`src/rtl/fp_add_align.sv`:
```
// Single-precision add/subtract front end: unpack, magnitude order, align
// with sticky, and significand add/subtract. Produces an unnormalized
// {sign, exponent, 31-bit magnitude} word with a fixed 3-cycle latency.
module fp_add_align #(
  parameter bit FLUSH_DENORM = 1'b1
) (
  input  logic        iCLK,
  input  logic        iRST,
  input  logic        iValid,
  input  logic [31:0] iA,
  input  logic [31:0] iB,
  input  logic        iSub,
  output logic        oValid,
  output logic [39:0] oSum
);

  // Input capture
  logic        v0;
  logic [31:0] a0;
  logic [31:0] b0;
  logic        sub0;

  // Stage 1 (unpack/compare) combinational results
  logic [7:0]  ea;
  logic [7:0]  eb;
  logic [30:0] ma;
  logic [30:0] mb;
  logic        sign_b;
  logic        a_ge;
  logic [7:0]  diff;
  logic [7:0]  c1_exp_l;
  logic [30:0] c1_ml;
  logic [30:0] c1_ms;
  logic        c1_sign_l;
  logic [4:0]  c1_d;
  logic        c1_spec;
  logic        c1_spec_sign;

  // Stage 1 registers
  logic        v1;
  logic        spec1;
  logic        spec_sign1;
  logic        sub1;
  logic        sign_l1;
  logic [7:0]  exp_l1;
  logic [30:0] ml1;
  logic [30:0] ms1;
  logic [4:0]  d1;

  // Stage 2 (align) signals and registers
  logic [30:0] shifted;
  logic [30:0] lost_mask;
  logic [30:0] ms_al;
  logic        v2;
  logic        spec2;
  logic        spec_sign2;
  logic        sub2;
  logic        sign_l2;
  logic [7:0]  exp_l2;
  logic [30:0] ml2;
  logic [30:0] ms2;

  // Stage 3 (add) signals
  logic [30:0] mag;
  logic [39:0] sum_next;

  // Capture the operand pair every cycle; only v0 gives it meaning
  always_ff @(posedge iCLK or posedge iRST) begin
    if (iRST) begin
      v0   <= 1'b0;
      a0   <= '0;
      b0   <= '0;
      sub0 <= 1'b0;
    end else begin
      v0   <= iValid;
      a0   <= iA;
      b0   <= iB;
      sub0 <= iSub;
    end
  end

  // Unpack both operands, pick the larger magnitude and the exponent gap
  always_comb begin
    ea = a0[30:23];
    ma = {2'b01, a0[22:0], 6'b0};
    if (a0[30:23] == 8'd0) begin
      ea = FLUSH_DENORM ? 8'd0 : 8'd1;
      ma = FLUSH_DENORM ? '0 : {2'b00, a0[22:0], 6'b0};
    end
    eb = b0[30:23];
    mb = {2'b01, b0[22:0], 6'b0};
    if (b0[30:23] == 8'd0) begin
      eb = FLUSH_DENORM ? 8'd0 : 8'd1;
      mb = FLUSH_DENORM ? '0 : {2'b00, b0[22:0], 6'b0};
    end
    sign_b = b0[31] ^ sub0;
    // {exp, M} orders magnitudes; equal keys keep A as the larger operand
    a_ge = {ea, ma} >= {eb, mb};
    if (a_ge) begin
      c1_exp_l  = ea;
      c1_ml     = ma;
      c1_ms     = mb;
      c1_sign_l = a0[31];
      diff      = ea - eb;
    end else begin
      c1_exp_l  = eb;
      c1_ml     = mb;
      c1_ms     = ma;
      c1_sign_l = sign_b;
      diff      = eb - ea;
    end
    c1_d         = (diff > 8'd31) ? 5'd31 : diff[4:0];
    c1_spec      = (&a0[30:23]) | (&b0[30:23]);
    c1_spec_sign = (&a0[30:23]) ? a0[31] : sign_b;
  end

  // Stage 1 register: ordered operands and shift distance
  always_ff @(posedge iCLK or posedge iRST) begin
    if (iRST) begin
      v1         <= 1'b0;
      spec1      <= 1'b0;
      spec_sign1 <= 1'b0;
      sub1       <= 1'b0;
      sign_l1    <= 1'b0;
      exp_l1     <= '0;
      ml1        <= '0;
      ms1        <= '0;
      d1         <= '0;
    end else begin
      v1         <= v0;
      spec1      <= c1_spec;
      spec_sign1 <= c1_spec_sign;
      sub1       <= a0[31] ^ sign_b;
      sign_l1    <= c1_sign_l;
      exp_l1     <= c1_exp_l;
      ml1        <= c1_ml;
      ms1        <= c1_ms;
      d1         <= c1_d;
    end
  end

  // Right-shift the smaller significand, folding lost bits into the sticky
  always_comb begin
    shifted   = ms1 >> d1;
    lost_mask = (31'd1 << d1) - 31'd1;
    if (d1 == 5'd31) begin
      ms_al = {30'b0, |ms1};
    end else begin
      ms_al = {shifted[30:1], shifted[0] | (|(ms1 & lost_mask))};
    end
  end

  // Stage 2 register: aligned operands
  always_ff @(posedge iCLK or posedge iRST) begin
    if (iRST) begin
      v2         <= 1'b0;
      spec2      <= 1'b0;
      spec_sign2 <= 1'b0;
      sub2       <= 1'b0;
      sign_l2    <= 1'b0;
      exp_l2     <= '0;
      ml2        <= '0;
      ms2        <= '0;
    end else begin
      v2         <= v1;
      spec2      <= spec1;
      spec_sign2 <= spec_sign1;
      sub2       <= sub1;
      sign_l2    <= sign_l1;
      exp_l2     <= exp_l1;
      ml2        <= ml1;
      ms2        <= ms_al;
    end
  end

  // Add or subtract significands and form the result word
  always_comb begin
    mag = sub2 ? (ml2 - ms2) : (ml2 + ms2);
    if (spec2) begin
      sum_next = {spec_sign2, 8'hFF, 31'h0};
    end else if (mag == 31'h0) begin
      sum_next = '0;
    end else begin
      sum_next = {sign_l2, exp_l2, mag};
    end
  end

  // Output register
  always_ff @(posedge iCLK or posedge iRST) begin
    if (iRST) begin
      oValid <= 1'b0;
      oSum   <= '0;
    end else begin
      oValid <= v2;
      oSum   <= sum_next;
    end
  end

endmodule

```
`config.mk`:
```
export PLATFORM = sky130hd
export DESIGN_NAME = fp_add_align
export DESIGN_NICKNAME = d
export VERILOG_FILES = /design/src/rtl/fp_add_align.sv
export SDC_FILE = /design/constraint.sdc
export NUM_CORES = 1
export LEC_CHECK = 0
export ABC_AREA = 1
export BUFFER_PORTS_ARGS = -buffer_cell sky130_fd_sc_hd__buf_2
export CAP_MARGIN = 15
export CORE_ASPECT_RATIO = 1.5
export CORE_UTILIZATION = 55
export CTS_BUF_LIST = sky130_fd_sc_hd__clkbuf_4
export CTS_CLUSTER_DIAMETER = 100
export CTS_CLUSTER_SIZE = 28
export DETAILED_ROUTE_END_ITERATION = 12
export GPL_TIMING_DRIVEN = 0
export PLACE_DENSITY = 0.8
export SKIP_CTS_REPAIR_TIMING = 1
export SYNTH_ARGS = -nofsm -noshare
export SYNTH_HDL_FRONTEND = slang
export SYNTH_SLANG_ARGS = --single-unit
```
`constraint.sdc`:
```
create_clock -name iCLK -period 7.1 [get_ports iCLK]
set_input_delay 1.065 -clock iCLK [delete_from_list [all_inputs] [get_ports iCLK]]
set_output_delay 1.065 -clock iCLK [all_outputs]
set_load 0.05 [all_outputs]
```
# Yosys cells after proc, flatten, opt, wreduce, memory -nomap -nowiden
# Cells that the tools add are included.
# Widths: inputs -> output; s select.
[totals]
latch_bits = 0
mem_count = 0
in_bits = 68
ff_bits = 262
ram_bits = 0
word_cells = 60
out_inout_bits = 41
romBits = 0
[op_classes]
n_div = 0
bitwise_logic = 5
multipliers = 0
n_addsub = 5
shifts = 2
muxes = 15
n_eq_ne = 1
order_cmp = 2
n_reduce_logical = 7
[ops]
columns = ["operator", "count"]
rows = [
  ["$mux 31", 4],
  ["$mux 40", 2],
  ["$reduce_or 31->1", 2],
  ["$mux 30", 2],
  ["$ge 39x39->1", 1],
  ["$mux 8", 4],
  ["$add 31x31->31", 1],
  ["$and 31x31->31", 1],
  ["$logic_not 31->1", 1],
  ["$shl 1x5->31 const A", 1],
  ["$shr 31x5->31", 1],
  ["$sub 31x1->31 const B", 1],
  ["$sub 31x31->31", 1],
  ["$logic_not 8->1", 2],
  ["$reduce_and 8->1", 2],
  ["$sub 8x8->8", 2],
  ["$gt 8x5->1 const B", 1],
  ["$eq 5x5->1 const B", 1],
  ["$mux 5", 1],
  ["$mux 1", 2],
  ["$or 1x1->1", 2],
  ["$xor 1x1->1", 2],
]

# Longest topological paths before layout
# Gate-level depths: netlist of the first run.
[depth]
word_depth = 6
mapped_depth = 31

# Least setup slack after synthesis of the first run
# OpenSTA, ideal clock, no wires.
[synth_path]
path_type = "reg2reg"
from = "reg ms2[0]"
to = "reg oSum[1]"
setup_slack_ns = 3.262
path_stages_with_launch = 32
path_buffers = 1
arrival_ns = 3.706
cell_sequence = "dfrtp_1 > inv_2 > ha_1 > nand2_1 > inv_2 > nand3_1 > nor2_2 > nand3_1 > nor3_1 > nand3_1 > nor2_1 > nand2_1 > nand2_1 > nand2_1 > a21oi_1 > nand2_1 > xor2_1 > ha_1 > inv_1 > nor3_1 > nand2_1 > nor3_1 > nand2_1 > nand2_1 > nand2_1 > nand2_1 > nand3_1 > nor2_2 > nand3_2 > buf_6 > nand2_1 > nor2_1"
[synth_between]
elab_chain_len = 5
word_cells_on_any_way = 6
classes_between = "add/sub: 2; mux: 3; reduce/logical: 1"
[synth_rtl]
columns = ["item", "line_no", "rtl"]
rows = [
  ["from (decl)", "61", "logic [30:0] ms2;"],
  ["from (signal assigned)", "172", "ms2 <= ms_al;"],
  ["$add 31x31->31 / $sub 31x31->31 (equally long branches)", "178", "mag = sub2 ? (ml2 - ms2) : (ml2 + ms2);"],
  ["$mux 31 *", "178", ""],
  ["$logic_not 31->1", "181", "end else if (mag == 31'h0) begin"],
  ["$mux 40 *", "181", ""],
  ["$mux 40 *", "179", "if (spec2) begin"],
  ["via sum_next[1]", "65", "logic [39:0] sum_next;"],
  ["to (signal assigned)", "195", "oSum <= sum_next;"],
  ["to (decl)", "14", "output logic [39:0] oSum"],
]
# Mark *: on every way through the listed nets, which the timed path passes. The rest lies on a longest branch.

# Worst setup path in the final report of the first run
[layout_path]
from = "reg ms2[0]"
to = "reg oSum[32]"
[layout_between]
elab_chain_len = 5
word_cells_on_any_way = 6
classes_between = "add/sub: 2; mux: 3; reduce/logical: 1"
[layout_rtl]
columns = ["item", "line_no"]
rows = [
  ["$add 31x31->31 / $sub 31x31->31 (equally long branches)", "178"],
  ["$mux 31 *", "178"],
  ["$logic_not 31->1 *", "181"],
  ["$mux 40 *", "181"],
  ["$mux 40 *", "179"],
  ["via sum_next[32]", "65"],
]
# Marks and branches as above.

==> metrics.md, run 1 <==
| Metric | Value |
|---|---|
| Die H | `190 microns` |
| P&R area growth vs syn | `8.95%` |
| Layout Skew | `51.1 ps` |
| Sequential share of the synthesized area | `46.4%` |
| Die area | `24200 sq um` |
| Setup TNS | `0 ps` |
| Pwr/cell area | `266 nW/um^2` |
| Post-synthesis cell count | `1594` |
| Final WS setup | `1920 ps` |
| CTS tree | `done` |
| Slew Viols, Final | `0` |
| Status | `finished, final reports clean` |
| Drt total wl | `38.4 mm` |
| Worst EP required | `7700 ps` |
| WL/cell | `18.9 microns` |
| Max rail drop VDD | `0.213 mV` |
| Nets | `1857` |
| Initial core utilization | `56.2%` |
| Non-filler instance count after layout | `2038` |
| Setup WS pre-CTS | `2070 ps` |
| Clk_lat worst skew | `700 ps` |
| Dominant cell type by area after synthesis | `dfrtp_1` |
| RSZ-0062 raised after global routing | `false` |
| Lkg Pwr | `7.11 nW` |
| Crit path capture type | `register` |
| Unique masters post-synth | `54` |
| Vias in the first global route | `11500` |
| Post-Syn Area | `13000 sq um` |
| Commonest cells after routing, fill and taps aside | `nand2_1 (370), dfrtp_1 (240), inv_1 (180), nor2_1 (170), o21ai_0 (122)` |
| Hold WS | `358 ps` |
| Fmax | `193 MHz` |
| Post-synth ARST share | `100%` |
| Global-route wire length before repair | `59.7 mm` |
| Number of synthesized register bits | `240` |
| Max cap viols | `0` |
| Via count | `11300` |
| CP arrival | `5780 ps` |
| Final setup violation count | `0` |
| Share of cells above drive strength 1 | `10.5%` |
| Antenna Nets Post-Route | `0` |
| Cell family contributing the most delay on the critical path | `simple AND/OR/NAND/NOR gates` |
| Crit path largest cell delay | `630 ps` |
| Vias per inst | `5.54` |
| Gpl congestion | `1.02` |
| Final period util | `72.9%` |
| Core area | `23100 sq um` |
| Slew headroom | `37.2%` |
| Iter 0 DRT Violations | `804` |
| Overall routing resource usage | `33.1%` |
| Avg Synthesized Cell Area | `8.13 sq um` |
| DRC | `0` |
| Drt first pass iters | `5` |
| Hold Path Class | `reg2reg` |
| Most common cell after layout, fill and taps aside | `nand2_1` |
| PortBufs | `108` |
| Post-synth top area share | `46.4%` |
| CP Max Fanout | `10` |
| CTS clk-pin slew, worst paths | `260 ps` |
| Main area contributors after synthesis | `dfrtp_1 (46%), nand2_1 (11%), ha_1 (6.3%)` |
| Root Buffer | `clkbuf_4` |
| Initial antenna violation count | `3` |
| Final core occ | `61.2%` |
| Prevailing post-synth register cell | `dfrtp_1` |
| EDFF count, synth | `0` |
| YS warnings | `0` |
| Top Ports | `109` |
| Tmin final | `5180 ps` |
| Critical Path Slowest Stage Cell | `o21ai_0` |
| Clock sink count | `240` |
| Startpoint types | `register` |
| Crit Path Category | `reg2reg` |
| Hold Vio Cnt, Final | `0` |
| Site Rows | `68` |
| Syn Nets | `1729` |
| Die Width | `127 microns` |
| CP bufs+invs | `4` |
| Largest net degree at the start of global routing | `50` |
| Crit path top cell by count | `nand2_1` |
| Max Root-Sink Buffers | `3` |
| # placed instances | `2023` |
| CTS Buf Count | `12` |
| Total grt overflow | `0` |
| HPWL after DPL | `31.7 mm` |
| H-Tree Depth | `1` |
| Slew at the pin closest to its max-slew limit | `933 ps` |
-- per-layer routing --
metal / part of all wire [%] / up-vias / track usage (%) / routed length (microns)
li1: - / 5462 / - / -
met1: 33 / 5251 / 30.9 / 12700
met2: 54 / 420 / 64.6 / 20800
met3: 3.8 / 157 / 3.18 / 1470
met4: 8.9 / 2 / 25.9 / 3400
met5: 0.042 / - / 0 / 16
-- where the power goes --
group / internal (W) / switching, W
Sequential: 0.00155 / 0.0000776
Combinational: 0.000453 / 0.00121
Clock: 0.0000897 / 0.000377
-- stage by stage --
stage               power, W  cell area, sq um
detailed placement   0.00329             14000
floorplan            0.00283             13000
CTS                  0.00375             14100
finish               0.00376             14100
global route         0.00400             14100
global placement     0.00327             13900
-- sequential cells by signal (all words and copies together) (netlist names), 5 cells and up --
| signal | count |
|---|---|
| b0 | 32 |
| oSum | 40 |
| ms1 | 24 |
| a0 | 32 |
| ms2 | 30 |
| exp_l1 | 8 |
| d1 | 5 |
| ml1 | 24 |
| exp_l2 | 8 |
| ml2 | 24 |
-- cells in the mapped netlist, types with 6 or more instances --
cell        n
nand2_1   370
dfrtp_1   240
inv_1     181
nor2_1    170
o21ai_0   122
a21oi_1    72
ha_1       65
nand3_1    57
clkbuf_1   52
nand4_1    31
o22ai_1    31
xor2_1     29
a31oi_1    16
nor3_1     15
xnor2_1    12
nor4_1     10
nand3_2     9
mux2i_1     8
nand2_2     8
nand3b_1    8
o211ai_1    8
o221ai_1    7
a21o_1      6
inv_2       6
o21bai_1    6
-- path summary, 6_finish.rpt --
kind,slack (ps),startpoint,end,cells after the start
setup / recovery,1920,ms2[0],oSum[32],26
hold / removal,360,sign_l1,sign_l2,0
setup reg to reg,1920,ms2[0],oSum[32],26
hold reg to reg,360,sign_l1,sign_l2,0
max in group asynchronous,5500,iRST,a0[3],5
min in group asynchronous,390,iRST,oSum[8],2
-- logic make-up (layout without fill, tap and decap cells) --
kind of cell / after synthesis / count (layout) / synth area share (%)
compound gates: 288 / 288 / 12.7
xor+xnor: 41 / 41 / 2.77
fa+ha+maj: 67 / 67 / 6.59
buf+inv: 255 / 383 / 7.63
flops: 240 / 240 / 46.4
mux: 8 / 8 / 0.618
other cells: 0 / 1 / 0
simple gates: 695 / 695 / 23.3
-- area by class of cell --
cell class                 instances  area (sq um)
fill                            2101          8940
inverter                         190           719
antenna                            1          2.50
sequential                       240          6010
timing repair buffer             114           646
buffer                            65           273
multi-input combinational       1099          5960
clock inverter                     1          16.3
clock buffer                      13          97.6
tap                              315           394
Note: power is estimated with default switching activity, not from simulation.
==> run 2, diff against run 1 <==
--- a/config.mk
+++ b/config.mk
@@ -5,7 +5,7 @@
 export SDC_FILE = /design/constraint.sdc
 export NUM_CORES = 1
 export LEC_CHECK = 0
-export ABC_AREA = 1
+export ABC_AREA = 0
 export BUFFER_PORTS_ARGS = -buffer_cell sky130_fd_sc_hd__buf_2
 export CAP_MARGIN = 15
 export CORE_ASPECT_RATIO = 1.5
==> constraint.sdc (replaced) <==
create_clock -name iCLK -period 4.2 [get_ports iCLK]
set_input_delay 0.63 -clock iCLK [delete_from_list [all_inputs] [get_ports iCLK]]
set_output_delay 0.63 -clock iCLK [all_outputs]
set_load 0.05 [all_outputs]
==> metrics.md, run 2 <==
| Metric | Value |
|---|---|
| Status | `finished, violations left` |
| Failing checks | `negative setup slack` |
| Storage cell area | `6010 sq um (+0.13%)` |
| RSZ-0062 raised after global routing | `true` |
| Max rail drop VDD | `0.294 mV (+38%)` |
| Max reg flops | `40 (unchanged)` |
| Max cap viols | `0 (unchanged)` |
| Root Buffer | `clkbuf_4` |
| EDFF count, synth | `0 (unchanged)` |
| Nets | `1631 (-12%)` |
| WL/cell | `19.4 microns (+3.1%)` |
| Worst EP required | `4740 ps (-2960 ps)` |
| Post-synthesis cell count | `1345 (-16%)` |
| Die area | `23700 sq um (-2.0%)` |
| Hold WS | `53.3 ps (-305 ps)` |
| Antenna Nets Post-Route | `0 (unchanged)` |
| FILL cells | `1901 (-9.5%)` |
| Final period util | `109% (+36 points)` |
| Overall routing resource usage | `29.1% (-4.0 points)` |
| Drt total wl | `34.5 mm (-10%)` |
| Synth cell count leaders | `dfrtp_1 (240), nand2_1 (153), nor2_1 (111)` |
| Main area contributors after synthesis | `dfrtp_1 (47%), ha_1 (6.4%), nand2_1 (4.5%)` |
| Post-synth ARST share | `100% (unchanged)` |
| Share of cells above drive strength 1 | `18.4% (+7.9 points)` |
| Largest regs | `oSum x40, a0 x32, b0 x32` |
| Initial core utilization | `56.5% (+0.30 points)` |
| Most common cell after layout, fill and taps aside | `dfrtp_1` |
| Top Ports | `109 (unchanged)` |
| Total Power | `0.00663 W (+76%)` |
| Hold Path Class | `in2reg` |
| Slew Viols, Final | `0 (unchanged)` |
| Final setup violation count | `11 (+11)` |
| Prevailing post-synth register cell | `dfrtp_1` |
| Global-route wire length before repair | `53.6 mm (-10%)` |
| CP arrival | `5120 ps (-660 ps)` |
| Startpoint types | `register` |
| Final WS setup | `-380 ps (-2300 ps)` |
| Site Rows | `67 (-1.5%)` |
| Commonest cells after routing, fill and taps aside | `dfrtp_1 (234), nand2_1 (149), buf_2 (115), nor2_1 (108), o21ai_0 (105)` |
| Die Width | `126 microns (-1.0%)` |
| Core area | `22500 sq um (-2.6%)` |
| Iter 0 DRT Violations | `819 (+1.9%)` |
| Slew at the pin closest to its max-slew limit | `711 ps (-222 ps)` |
| Post-synth top area share | `47.3% (+0.97 points)` |
| Total grt overflow | `0 (unchanged)` |
| Dpl cell area | `13700 sq um (-2.1%)` |
| Unique masters post-synth | `81 (+50%)` |
| CTS clk-pin slew, worst paths | `290 ps (+30 ps)` |
| Slew headroom | `52.6% (+15 points)` |
| Pwr/cell area | `461 nW/um^2 (+73%)` |
| Clock sink count | `240 (unchanged)` |
| Sequential share of the synthesized area | `47.3% (+0.97 points)` |
| Die H | `188 microns (-1.0%)` |
| CTS tree | `done` |
| P&R area growth vs syn | `13.4%` |
| Largest net degree at the start of global routing | `49 (-2.0%)` |
| Layout Skew | `48.0 ps (-3.16 ps)` |
| Max Root-Sink Buffers | `3 (unchanged)` |
| Crit Path Category | `reg2reg` |
| Avg Synthesized Cell Area | `9.43 sq um (+16%)` |
| Fmax | `218 MHz (+13%)` |
| CP Max Fanout | `7 (-3)` |
| Largest Register | `oSum` |
| Vias per inst | `5.96 (+7.5%)` |
| Initial antenna violation count | `1 (-2)` |
| HPWL after DPL | `27.2 mm (-14%)` |
| Drt first pass iters | `5 (unchanged)` |
| Hold Vio Cnt, Final | `0 (unchanged)` |
| PortBufs | `108 (unchanged)` |
| Vias in the first global route | `10600 (-7.7%)` |
| H-Tree Depth | `1 (unchanged)` |
| Crit path capture type | `register` |
| Final core occ | `64.1% (+2.8 points)` |
| Gpl congestion | `1.05 (+3.1%)` |
| YS warnings | `0 (unchanged)` |
| Post-Syn Area | `12700 sq um (-2.0%)` |
| Dominant cell type by area after synthesis | `dfrtp_1` |
| Count leader, synth | `dfrtp_1` |
| Tmin final | `4580 ps (-599 ps)` |
| Setup TNS | `-3720 ps (-3720 ps)` |
| DRC | `0 (unchanged)` |
| Number of synthesized register bits | `240 (unchanged)` |
| CTS Buf Count | `12 (unchanged)` |
| Via count | `10600 (-6.4%)` |
| Syn Nets | `1480 (-14%)` |
| Lkg Pwr | `6.61 nW (-7.2%)` |
| Area of the multi-input gates | `6430 sq um (+7.9%)` |
| Final Cell Area | `14400 sq um (+2.0%)` |
| Clk_lat worst skew | `680 ps (-20 ps)` |
[run 2: logic make-up after synthesis]
family / Yosys count / synth area share, %
and+or+nand+nor: 454 / 17.4
AOI/OAI and AO/OA: 324 / 15.4
DFF: 240 / 47.3
buffers and inverters: 152 / 4.67
adders and majority gates: 68 / 6.80
xor gates and xnor gates: 56 / 3.87
muxes: 51 / 4.56
[run 2: critical path, cell delays in order (launching register included)]
cell	delay, ps
dfrtp_2	530
inv_2	80
ha_4	160
nand2b_4	50
buf_6	120
nor4_4	300
nand2b_1	160
nor2_4	140
nand4b_1	150
o41ai_2	350
xor2_1	230
ha_1	270
buf_6	150
a21oi_4	120
o21a_1	200
o221a_4	210
o211ai_1	120
a41oi_2	180
xor2_1	230
nand4_1	180
nor4_4	230
buf_4	200
a211oi_2	70
[run 2: path summary, 6_finish.rpt]
path / start / endpoint / slack, ps / depth (start not counted)
setup reg to reg: ms2[1] / oSum[1] / -380 / 22
setup / recovery: ms2[1] / oSum[1] / -380 / 22
min in group asynchronous: iRST / oSum[30] / 490 / 3
hold reg to reg: ml1[15] / ml2[15] / 360 / 0
hold / removal: iB[1] / b0[1] / 50 / 1
max in group asynchronous: iRST / ms1[15] / 2560 / 6
[run 2: metal layers]
metal	GRT usage (%)	routed length (microns)	share of wire [%]	vias up
met5	0	0	0	-
met2	55.1	18500	54	384
li1	-	-	-	4999
met3	2.20	1290	3.7	139
met1	30.6	12200	36	5047
met4	18.8	2470	7.2	0
[run 2: area by class of cell]
| class | instances | area share [%] |
|---|---|---|
| Multi-Input combinational cell | 953 | 44.7 |
| Sequential cell | 240 | 41.8 |
| Timing Repair Buffer | 142 | 5.98 |
| Buffer | 78 | 2.51 |
| Tap cell | 276 | 2.40 |
| Inverter | 69 | 1.84 |
| Clock buffer | 13 | 0.678 |
| Clock inverter | 2 | 0.113 |
| Antenna cell | 1 | 0.0174 |
[run 2: where the power goes]
group / switching [W] / leakage [nW] / internal [W]
combinational: 0.00203 / 3.67 / 0.00100
sequential: 0.000185 / 2.86 / 0.00263
clock: 0.000636 / 0.0698 / 0.000154
total: 0.00285 / 6.61 / 0.00378
[run 2: per-stage QoR]
step,instances,worst slack [ps]
floorplan,1345,3.18
global placement,1729,-1420
detailed placement,1734,-1520
CTS,1749,-1550
global route,1774,-640
finish,1774,-380
